`src/rtl/fpu_cmp_pkg.sv`:
```
// Shared definitions for the compare unit: operation encodings and the result flag bundle.
package fpu_cmp_pkg;

    typedef enum logic [1:0] {
        MODE_UABS = 2'b00,
        MODE_SSUB = 2'b01,
        MODE_FCMP = 2'b10,
        MODE_RSVD = 2'b11
    } mode_e;

    typedef struct packed {
        logic mode_err;
        logic unordered;
        logic gt;
        logic eq;
        logic lt;
        logic overflow;
        logic sign;
    } flags_t;

    localparam int FLAG_W = $bits(flags_t);

endpackage

```
`src/rtl/fpu_cmp_core.sv`:
```
// Combinational compare/subtract datapath: unsigned |a-b|, signed a-b, IEEE-style float compare.
module fpu_cmp_core
    import fpu_cmp_pkg::*;
#(
    parameter int WIDTH = 32,
    parameter int EXP_W = 8
) (
    input  logic [WIDTH-1:0] a,
    input  logic [WIDTH-1:0] b,
    input  logic [1:0]       mode,
    output logic [WIDTH-1:0] difference,
    output flags_t           flags
);
    localparam int FRAC_W = WIDTH - 1 - EXP_W;

    mode_e            op;
    logic [WIDTH-1:0] sub_ab;
    logic [WIDTH-1:0] sub_ba;
    logic             u_lt, u_eq, s_lt, s_ovf;
    logic             a_nan, b_nan, both_zero;
    logic             mag_lt, mag_eq, f_eq, f_lt;

    assign op     = mode_e'(mode);
    assign sub_ab = a - b;
    assign sub_ba = b - a;
    assign u_lt   = a < b;
    assign u_eq   = a == b;
    assign s_lt   = $signed(a) < $signed(b);
    assign s_ovf  = (a[WIDTH-1] != b[WIDTH-1]) && (sub_ab[WIDTH-1] != a[WIDTH-1]);

    assign a_nan     = (&a[WIDTH-2 -: EXP_W]) && (|a[FRAC_W-1:0]);
    assign b_nan     = (&b[WIDTH-2 -: EXP_W]) && (|b[FRAC_W-1:0]);
    assign both_zero = ~|{a[WIDTH-2:0], b[WIDTH-2:0]};
    assign mag_lt    = a[WIDTH-2:0] < b[WIDTH-2:0];
    assign mag_eq    = a[WIDTH-2:0] == b[WIDTH-2:0];

    // Sign-magnitude order: opposite signs decide directly, negatives reverse the magnitude order.
    assign f_eq = both_zero || u_eq;
    assign f_lt = !f_eq && ((a[WIDTH-1] != b[WIDTH-1]) ? a[WIDTH-1]
                          : (a[WIDTH-1] ? (!mag_lt && !mag_eq) : mag_lt));

    always_comb begin
        flags      = '0;
        difference = u_lt ? sub_ba : sub_ab;
        case (op)
            MODE_SSUB: begin
                difference     = sub_ab;
                flags.lt       = s_lt;
                flags.eq       = u_eq;
                flags.gt       = !s_lt && !u_eq;
                flags.sign     = s_lt;
                flags.overflow = s_ovf;
            end
            MODE_FCMP: begin
                difference = '0;
                if (a_nan || b_nan) begin
                    flags.unordered = 1'b1;
                end else begin
                    flags.lt   = f_lt;
                    flags.eq   = f_eq;
                    flags.gt   = !f_lt && !f_eq;
                    flags.sign = f_lt;
                end
            end
            default: begin
                flags.lt       = u_lt;
                flags.eq       = u_eq;
                flags.gt       = !u_lt && !u_eq;
                flags.sign     = u_lt;
                flags.mode_err = (op == MODE_RSVD);
            end
        endcase
    end

endmodule

```
`src/rtl/fpu_compare_unit.sv`:
```
// Two-stage valid/ready compare unit: S1 holds operands, S2 holds results; counts unordered results.
module fpu_compare_unit
    import fpu_cmp_pkg::*;
#(
    parameter int WIDTH = 32,
    parameter int EXP_W = 8,
    parameter int CNT_W = 16
) (
    input  logic             clk,
    input  logic             rst_n,
    input  logic             flush,
    input  logic             in_valid,
    output logic             in_ready,
    input  logic [WIDTH-1:0] a,
    input  logic [WIDTH-1:0] b,
    input  logic [1:0]       mode,
    output logic             out_valid,
    input  logic             out_ready,
    output logic [WIDTH-1:0] difference,
    output logic             sign,
    output logic             overflow,
    output logic             lt,
    output logic             eq,
    output logic             gt,
    output logic             unordered,
    output logic             mode_err,
    output logic [CNT_W-1:0] nan_cnt
);
    logic             s1_valid_reg, s2_valid_reg;
    logic [WIDTH-1:0] s1_a_reg, s1_b_reg;
    logic [1:0]       s1_mode_reg;
    logic [WIDTH-1:0] s2_diff_reg;
    flags_t           s2_flags_reg;
    logic [CNT_W-1:0] nan_cnt_reg, nan_cnt_next;

    logic             s1_adv, s2_adv, out_xfer;
    logic [WIDTH-1:0] core_diff;
    flags_t           core_flags;
    logic [FLAG_W-1:0] flag_bits, flag_gated;
    flags_t           out_flags;

    assign s2_adv   = !s2_valid_reg || out_ready;
    assign s1_adv   = !s1_valid_reg || s2_adv;
    assign in_ready = s1_adv && rst_n;
    assign out_xfer = s2_valid_reg && out_ready;

    fpu_cmp_core #(.WIDTH(WIDTH), .EXP_W(EXP_W)) u_core (
        .a          (s1_a_reg),
        .b          (s1_b_reg),
        .mode       (s1_mode_reg),
        .difference (core_diff),
        .flags      (core_flags)
    );

    always_comb begin
        nan_cnt_next = nan_cnt_reg;
        if (out_xfer && s2_flags_reg.unordered && (nan_cnt_reg != {CNT_W{1'b1}}))
            nan_cnt_next = nan_cnt_reg + CNT_W'(1);
    end

    always_ff @(posedge clk or negedge rst_n) begin
        if (!rst_n) begin
            s1_valid_reg <= 1'b0;
            s2_valid_reg <= 1'b0;
            nan_cnt_reg  <= '0;
        end else begin
            nan_cnt_reg <= nan_cnt_next;
            if (flush) begin
                s1_valid_reg <= 1'b0;
                s2_valid_reg <= 1'b0;
            end else begin
                if (s1_adv) s1_valid_reg <= in_valid;
                if (s2_adv) s2_valid_reg <= s1_valid_reg;
            end
        end
    end

    // Data registers carry no reset; their contents are only observable behind the valid bits.
    always_ff @(posedge clk) begin
        if (s1_adv && in_valid) begin
            s1_a_reg    <= a;
            s1_b_reg    <= b;
            s1_mode_reg <= mode;
        end
        if (s2_adv) begin
            s2_diff_reg  <= core_diff;
            s2_flags_reg <= core_flags;
        end
    end

    assign flag_bits = s2_flags_reg;
    for (genvar gi = 0; gi < FLAG_W; gi++) begin : g_flag_gate
        assign flag_gated[gi] = flag_bits[gi] & s2_valid_reg;
    end
    assign out_flags = flags_t'(flag_gated);

    assign out_valid  = s2_valid_reg;
    assign difference = s2_diff_reg;
    assign sign       = out_flags.sign;
    assign overflow   = out_flags.overflow;
    assign lt         = out_flags.lt;
    assign eq         = out_flags.eq;
    assign gt         = out_flags.gt;
    assign unordered  = out_flags.unordered;
    assign mode_err   = out_flags.mode_err;
    assign nan_cnt    = nan_cnt_reg;

endmodule

```
`config.mk`:
```
export PLATFORM = sky130hd
export DESIGN_NAME = fpu_compare_unit
export DESIGN_NICKNAME = d
export VERILOG_FILES = /design/src/rtl/fpu_cmp_pkg.sv /design/src/rtl/fpu_cmp_core.sv /design/src/rtl/fpu_compare_unit.sv
export SDC_FILE = /design/constraint.sdc
export NUM_CORES = 1
export LEC_CHECK = 0
export CAP_MARGIN = 5
export CORE_MARGIN = 2
export CORE_UTILIZATION = 36
export CTS_CLUSTER_DIAMETER = 200
export DETAILED_ROUTE_END_ITERATION = 7
export GPL_TIMING_DRIVEN = 1
export MAX_ROUTING_LAYER = met4
export SLEW_MARGIN = 20
export SYNTH_ARGS = -nofsm -noshare
export SYNTH_HDL_FRONTEND = slang
export SYNTH_SLANG_ARGS = --single-unit
export TNS_END_PERCENT = 20
```
`constraint.sdc`:
```
create_clock -name clk -period 6.3 [get_ports clk]
set_input_delay 1.26 -clock clk [delete_from_list [all_inputs] [get_ports clk]]
set_output_delay 1.26 -clock clk [all_outputs]
set_load 0.1 [all_outputs]
```
# [After elaboration in Yosys (flattened, before gate mapping)]
# Cells that the tools add are included.
[word_totals] reg_bits=123 output_inout_bits=57 elab_cells=83
[classes] add_sub_neg=3 order_cmp=3 n_eq_ne=8 muxes=13 bitwise=7 n_reduce_logical=35
[op_table] cell="$lt A32 B32 Y1" count=2
[op_table] cell="$pmux W32 S2" count=1
[op_table] cell="$sub A32 B32 Y32" count=2
[op_table] cell="$reduce_or A62 Y1" count=1
[op_table] cell="$reduce_or A23 Y1" count=2
[op_table] cell="$eq A32 B32 Y1" count=1
[op_table] cell="$mux W32" count=1
[op_table] cell="$eq A31 B31 Y1" count=1
[op_table] cell="$lt A31 B31 Y1" count=1
[op_table] cell="$add A16 B1 Y16 const B" count=1
[op_table] cell="$ne A16 B16 Y1 const B" count=1
[op_table] cell="$reduce_and A8 Y1" count=2
[op_table] cell="$logic_and A1 B1 Y1" count=13
[op_table] cell="$logic_not A1 Y1" count=10
[op_table] cell="$mux W1" count=8
[op_table] cell="$and A1 B1 Y1" count=7
[op_table] cell="$pmux W3 S2" count=1
[op_table] cell="$eq A2 B2 Y1 const B" count=2
[op_table] cell="$logic_or A1 B1 Y1" count=4
[op_table] cell="$reduce_bool A2 Y1" count=2
[op_table] cell="$mux W3" count=1
[op_table] cell="$eq A2 B1 Y1 const B" count=1
[op_table] cell="$ne A1 B1 Y1" count=2
[op_table] cell="$pmux W1 S2" count=1
[op_table] cell="$reduce_or A2 Y1" count=1

# [Longest topological paths before layout]
[depth] word_depth=10 mapped_depth=15

# [Modules after synthesis]
# A second synthesis with hierarchy kept.
[unflattened] hier_cells=857 hier_area_um2=8277.9
[modules_own_cells] mod="fpu_cmp_core" n_inst=1 cells_per_inst=662 area_per_inst_um2=4165.2
[modules_own_cells] mod="fpu_compare_unit" n_inst=1 cells_per_inst=195 area_per_inst_um2=4112.7

# [Worst setup path after synthesis]
# Ideal clock, no wire load.
[synth_path] path_type="flip-flop to output port" startpoint="register s2_valid_reg (netlist: out_valid)" endpoint="output port sign" arrival_time_ps=2273 setup_slack_ps=2767 path_stages_with_launch=3 n_path_buf=1 path_cell_list="dfrtp_1 > and2_1 > buf_4"
[synth_via] elab_chain_len=1
[synth_lines] item="start, declared" line_no="fpu_compare_unit.sv:29" rtl="logic s1_valid_reg, s2_valid_reg;"
[synth_lines] item="start signal, assigned" line_no="fpu_compare_unit.sv:73" rtl="if (s2_adv) s2_valid_reg <= s1_valid_reg;"
[synth_lines] item="$and A1 B1 Y1" line_no="fpu_compare_unit.sv:93" rtl="assign flag_gated[gi] = flag_bits[gi] & s2_valid_reg;"
[synth_lines] item="end, declared" line_no="fpu_compare_unit.sv:20" rtl="output logic sign,"
# No other way between the ends.

# [Worst setup path in the final report]
[layout_path] startpoint="input port rst_n" endpoint="output port in_ready"
[layout_via] elab_chain_len=1
[layout_lines] item="start, declared" line_no="fpu_compare_unit.sv:10" rtl="input logic rst_n,"
[layout_lines] item="$logic_and A1 B1 Y1" line_no="fpu_compare_unit.sv:44" rtl="assign in_ready = s1_adv && rst_n;"
[layout_lines] item="end, declared" line_no="fpu_compare_unit.sv:13" rtl="output logic in_ready,"
# No other way between the ends.

==> results.json <==
{
  "worst_path_max_delay_cell": "clkdlybuf4s50_1",
  "routed_wirelength_um": 21600,
  "antenna_violating_nets_post_route": 0,
  "floorplan.die_area_sq_um": 23700,
  "gp_congestion": 0.890,
  "synth_async_sr_flop_share_pct": 14.8,
  "globalRouteOverflowTotal": 0,
  "antenna_violations_before_repair": 0,
  "fin_crit_sh_pct": 71.6,
  "yosys_warnings": 0,
  "route.detailed.vias_per_inst": 5.37,
  "drcViolationCount": 0,
  "synth.top_cells.by_area": "edfxtp_1 39%, ha_1 11%, dfrtp_1 5.6%",
  "cts.htree.levels": 4,
  "die_y_um": 154,
  "timing.slew.headroom_pct": 33.1,
  "hold_path.class": "reg2reg",
  "yosys.cell_types.count": 67,
  "place_hpwl_um": 16000,
  "cts-hold-fix-buffers": 0,
  "synth.yosys.seq_area_share_pct": 44.2,
  "fin_nets": 1067,
  "grt_pass1_vias": 6313,
  "cts.sinks": 122,
  "fraction_of_final_layout_cells_sized_beyond_drive_strength_1_pct": 5.86,
  "critical_path.max_stage_delay_ns": 1.12,
  "io_buffers": 127,
  "least_margin_pin_slew_ns": 1.00,
  "effective_utilization_at_floorplan_pct": 36.9,
  "cts_root_buf": "clkbuf_16",
  "vias": 6548,
  "peakVddDrop_v": 0.000162,
  "setup-violations-final": 0,
  "postSynth.topFlopCell": "edfxtp_1",
  "startpoint_type": "input port",
  "static-leakage-power_nw": 4.31,
  "dr.pass1.iters": 5,
  "antenna-diode-count": 0,
  "grt_pass1_wl_um": 34300,
  "netlist_area_sq_um": 8080,
  "fin_worst_hold_slack_ns": 0.484,
  "area.sequential_sq_um": 3570,
  "hold_viol": 0,
  "drtIter0Drc": 582,
  "crit_top_cell": "clkdlybuf4s50_1",
  "ys_seq_elements": 122,
  "result_of_the_run": "completed",
  "netlist_instances": 810,
  "number_of_rows_created_at_floorplan": 54,
  "maximum_fanout_encountered_on_the_critical_timing_path": 19,
  "yosys.area.top_type": "edfxtp_1",
  "cell_breakdown_of_the_critical_path": "clkdlybuf4s50_1, buf_4, and2_1, clkdlybuf4s50_1",
  "boundaryPins": 128,
  "post_synth_top_area_share_pct": 38.7,
  "endpoint_kind": "output pin",
  "finalCoreUtilization_pct": 46.3,
  "crit_type": "in2out",
  "synth_edf_count": 104,
  "area_growth_syn_to_layout_pct": 25.5,
  "cts.clk_slew.worst_paths_ns": 0.06,
  "grt.total_usage_pct": 18.9,
  "design.core.area_sq_um": 21900,
  "rsz0062_at_grt": "no",
  "cts_buffers": 17,
  "grt_start_max_net_pins": 40,
  "die_w_um": 154,
  "syn_area_per_cell_sq_um": 9.97,
  "fillerInstances": 2086,
  "achievable-frequency_mhz": 222,
  "finalClockSkew_ns": 0.0108,
  "cellPowerDensity_nw_per_um2": 293,
  "clock_latency_ns": 0.44,
  "syn-num-nets": 951,
  "cts_tree": "yes",
  "timing.critical_path.required_ns": 5.04,
  "critical_path_arrival_ns": 3.25,
  "multi_input_area_sq_um": 4010,
  "post-cts-setup-buffers": 0,
  "max_cap_viol_count": 0,
  "avgRoutedWirePerCell_um": 17.7,
  "cts_resized": 0,
  "finalWorstPathRequiredPeriod_ns": 4.51,
  "setup_total_negative_slack_ns": 0,
  "cts_max_path_bufs": 2,
  "drv_slew": 0
}
[worst max-delay path: cells and delay by family]
| kind | cells | cell delay [ns] |
|---|---|---|
| buffers and inverters | 3 | 1.83 |
| and+or+nand+nor | 1 | 0.16 |
[worst paths after layout]
path                                    startpoint                  endpoint  slack (ns)  depth (start not counted)
max                                          rst_n                  in_ready        1.79                          4
min in group asynchronous                    rst_n   nan_cnt[15]$_DFFE_PN0P_        1.16                          2
min                        nan_cnt[10]$_DFFE_PN0P_   nan_cnt[10]$_DFFE_PN0P_        0.48                          1
max in group asynchronous                    rst_n    nan_cnt[0]$_DFFE_PN0P_        4.94                          2
max reg2reg                  s1_a_reg[0]$_DFFE_PP_  difference[23]$_DFFE_PP_        2.52                         13
min reg2reg                nan_cnt[10]$_DFFE_PN0P_   nan_cnt[10]$_DFFE_PN0P_        0.48                          1
[cell usage in the layout, fill, tap and decap left out, drive strengths merged, types with 4 or more instances in the layout]
master	netlist	layout
a2bb2oi	5	5
and2	18	18
a21oi	73	73
nor2b	8	8
nand3	16	16
a31oi	10	10
nand4	13	13
mux2i	6	6
clkinv	0	7
inv	85	90
or2	4	4
nand2	60	60
a21o	35	35
o21ai	31	31
a211oi	9	9
nand2b	6	6
xor2	8	8
clkdlybuf4s50	0	127
xnor2	11	11
a22oi	6	6
edfxtp	104	104
o21bai	14	14
nor3	6	6
buf	25	5
and3	11	11
ha	68	68
nor4	17	17
o22ai	7	7
o211ai	5	5
nor2	38	38
dfrtp	18	18
o22a	15	15
clkbuf	10	20
a221oi	23	23
o21a	11	11
[routing by layer]
metal  GRT usage, %  up-vias  routed length (um)
li1               -     3226                   -
met3           3.47       25                1100
met4           5.85        0                 338
met1           26.5     3100               10600
met2           28.0      197                9560
met5              -        -                   0
[metrics by stage]
stage | instance area [sq um] | power [mW] | worst slack, ns | cells
6_report | 10100 | 2.97 | 1.79 | 1219
5_1_grt | 10100 | 3.08 | 1.69 | 1219
4_1_cts | 10100 | 2.99 | 1.76 | 1219
3_5_place_dp | 9560 | 2.03 | 1.77 | 1187
3_3_place_gp | 9560 | 2.03 | 1.76 | 1187
2_1_floorplan | 8080 | 1.77 | 2.77 | 810
[Yosys cell counts (10+ instances only)]
cell type / n
inv_1: 85
a21o_1: 35
o21bai_1: 14
o22a_1: 15
nand2_1: 60
and2_1: 17
dfrtp_1: 18
buf_2: 19
edfxtp_1: 104
and3_1: 11
nor4_1: 17
o21ai_0: 23
a221oi_1: 23
nand4_1: 13
ha_1: 68
o21a_1: 11
nor2_1: 38
nand3_1: 16
a21oi_1: 72
xnor2_1: 11
clkbuf_1: 10
[logic make-up after synthesis]
logic type      after synthesis  synth area share [%]
simple gates                205                  12.8
compound gates              267                  22.8
mux                           7                 0.883
xor+xnor                     19                  2.06
flops                       122                  44.2
buf+inv                     120                  6.20
fa+ha+maj                    70                  11.0
[final cells by class]
type	count	area share, %
multi-input cells	568	39.6
flip-flops and latches	122	35.3
repair buffers	132	12.9
clock buffers	20	4.83
well taps	280	3.46
inverters	85	3.15
clock inverters	12	0.815
[power breakdown]
part           internal (mW)  switching, mW
Combinational          0.296          0.701
Sequential             0.976         0.0454
Clock                  0.561          0.386
Power figures use the tool's default switching activity.
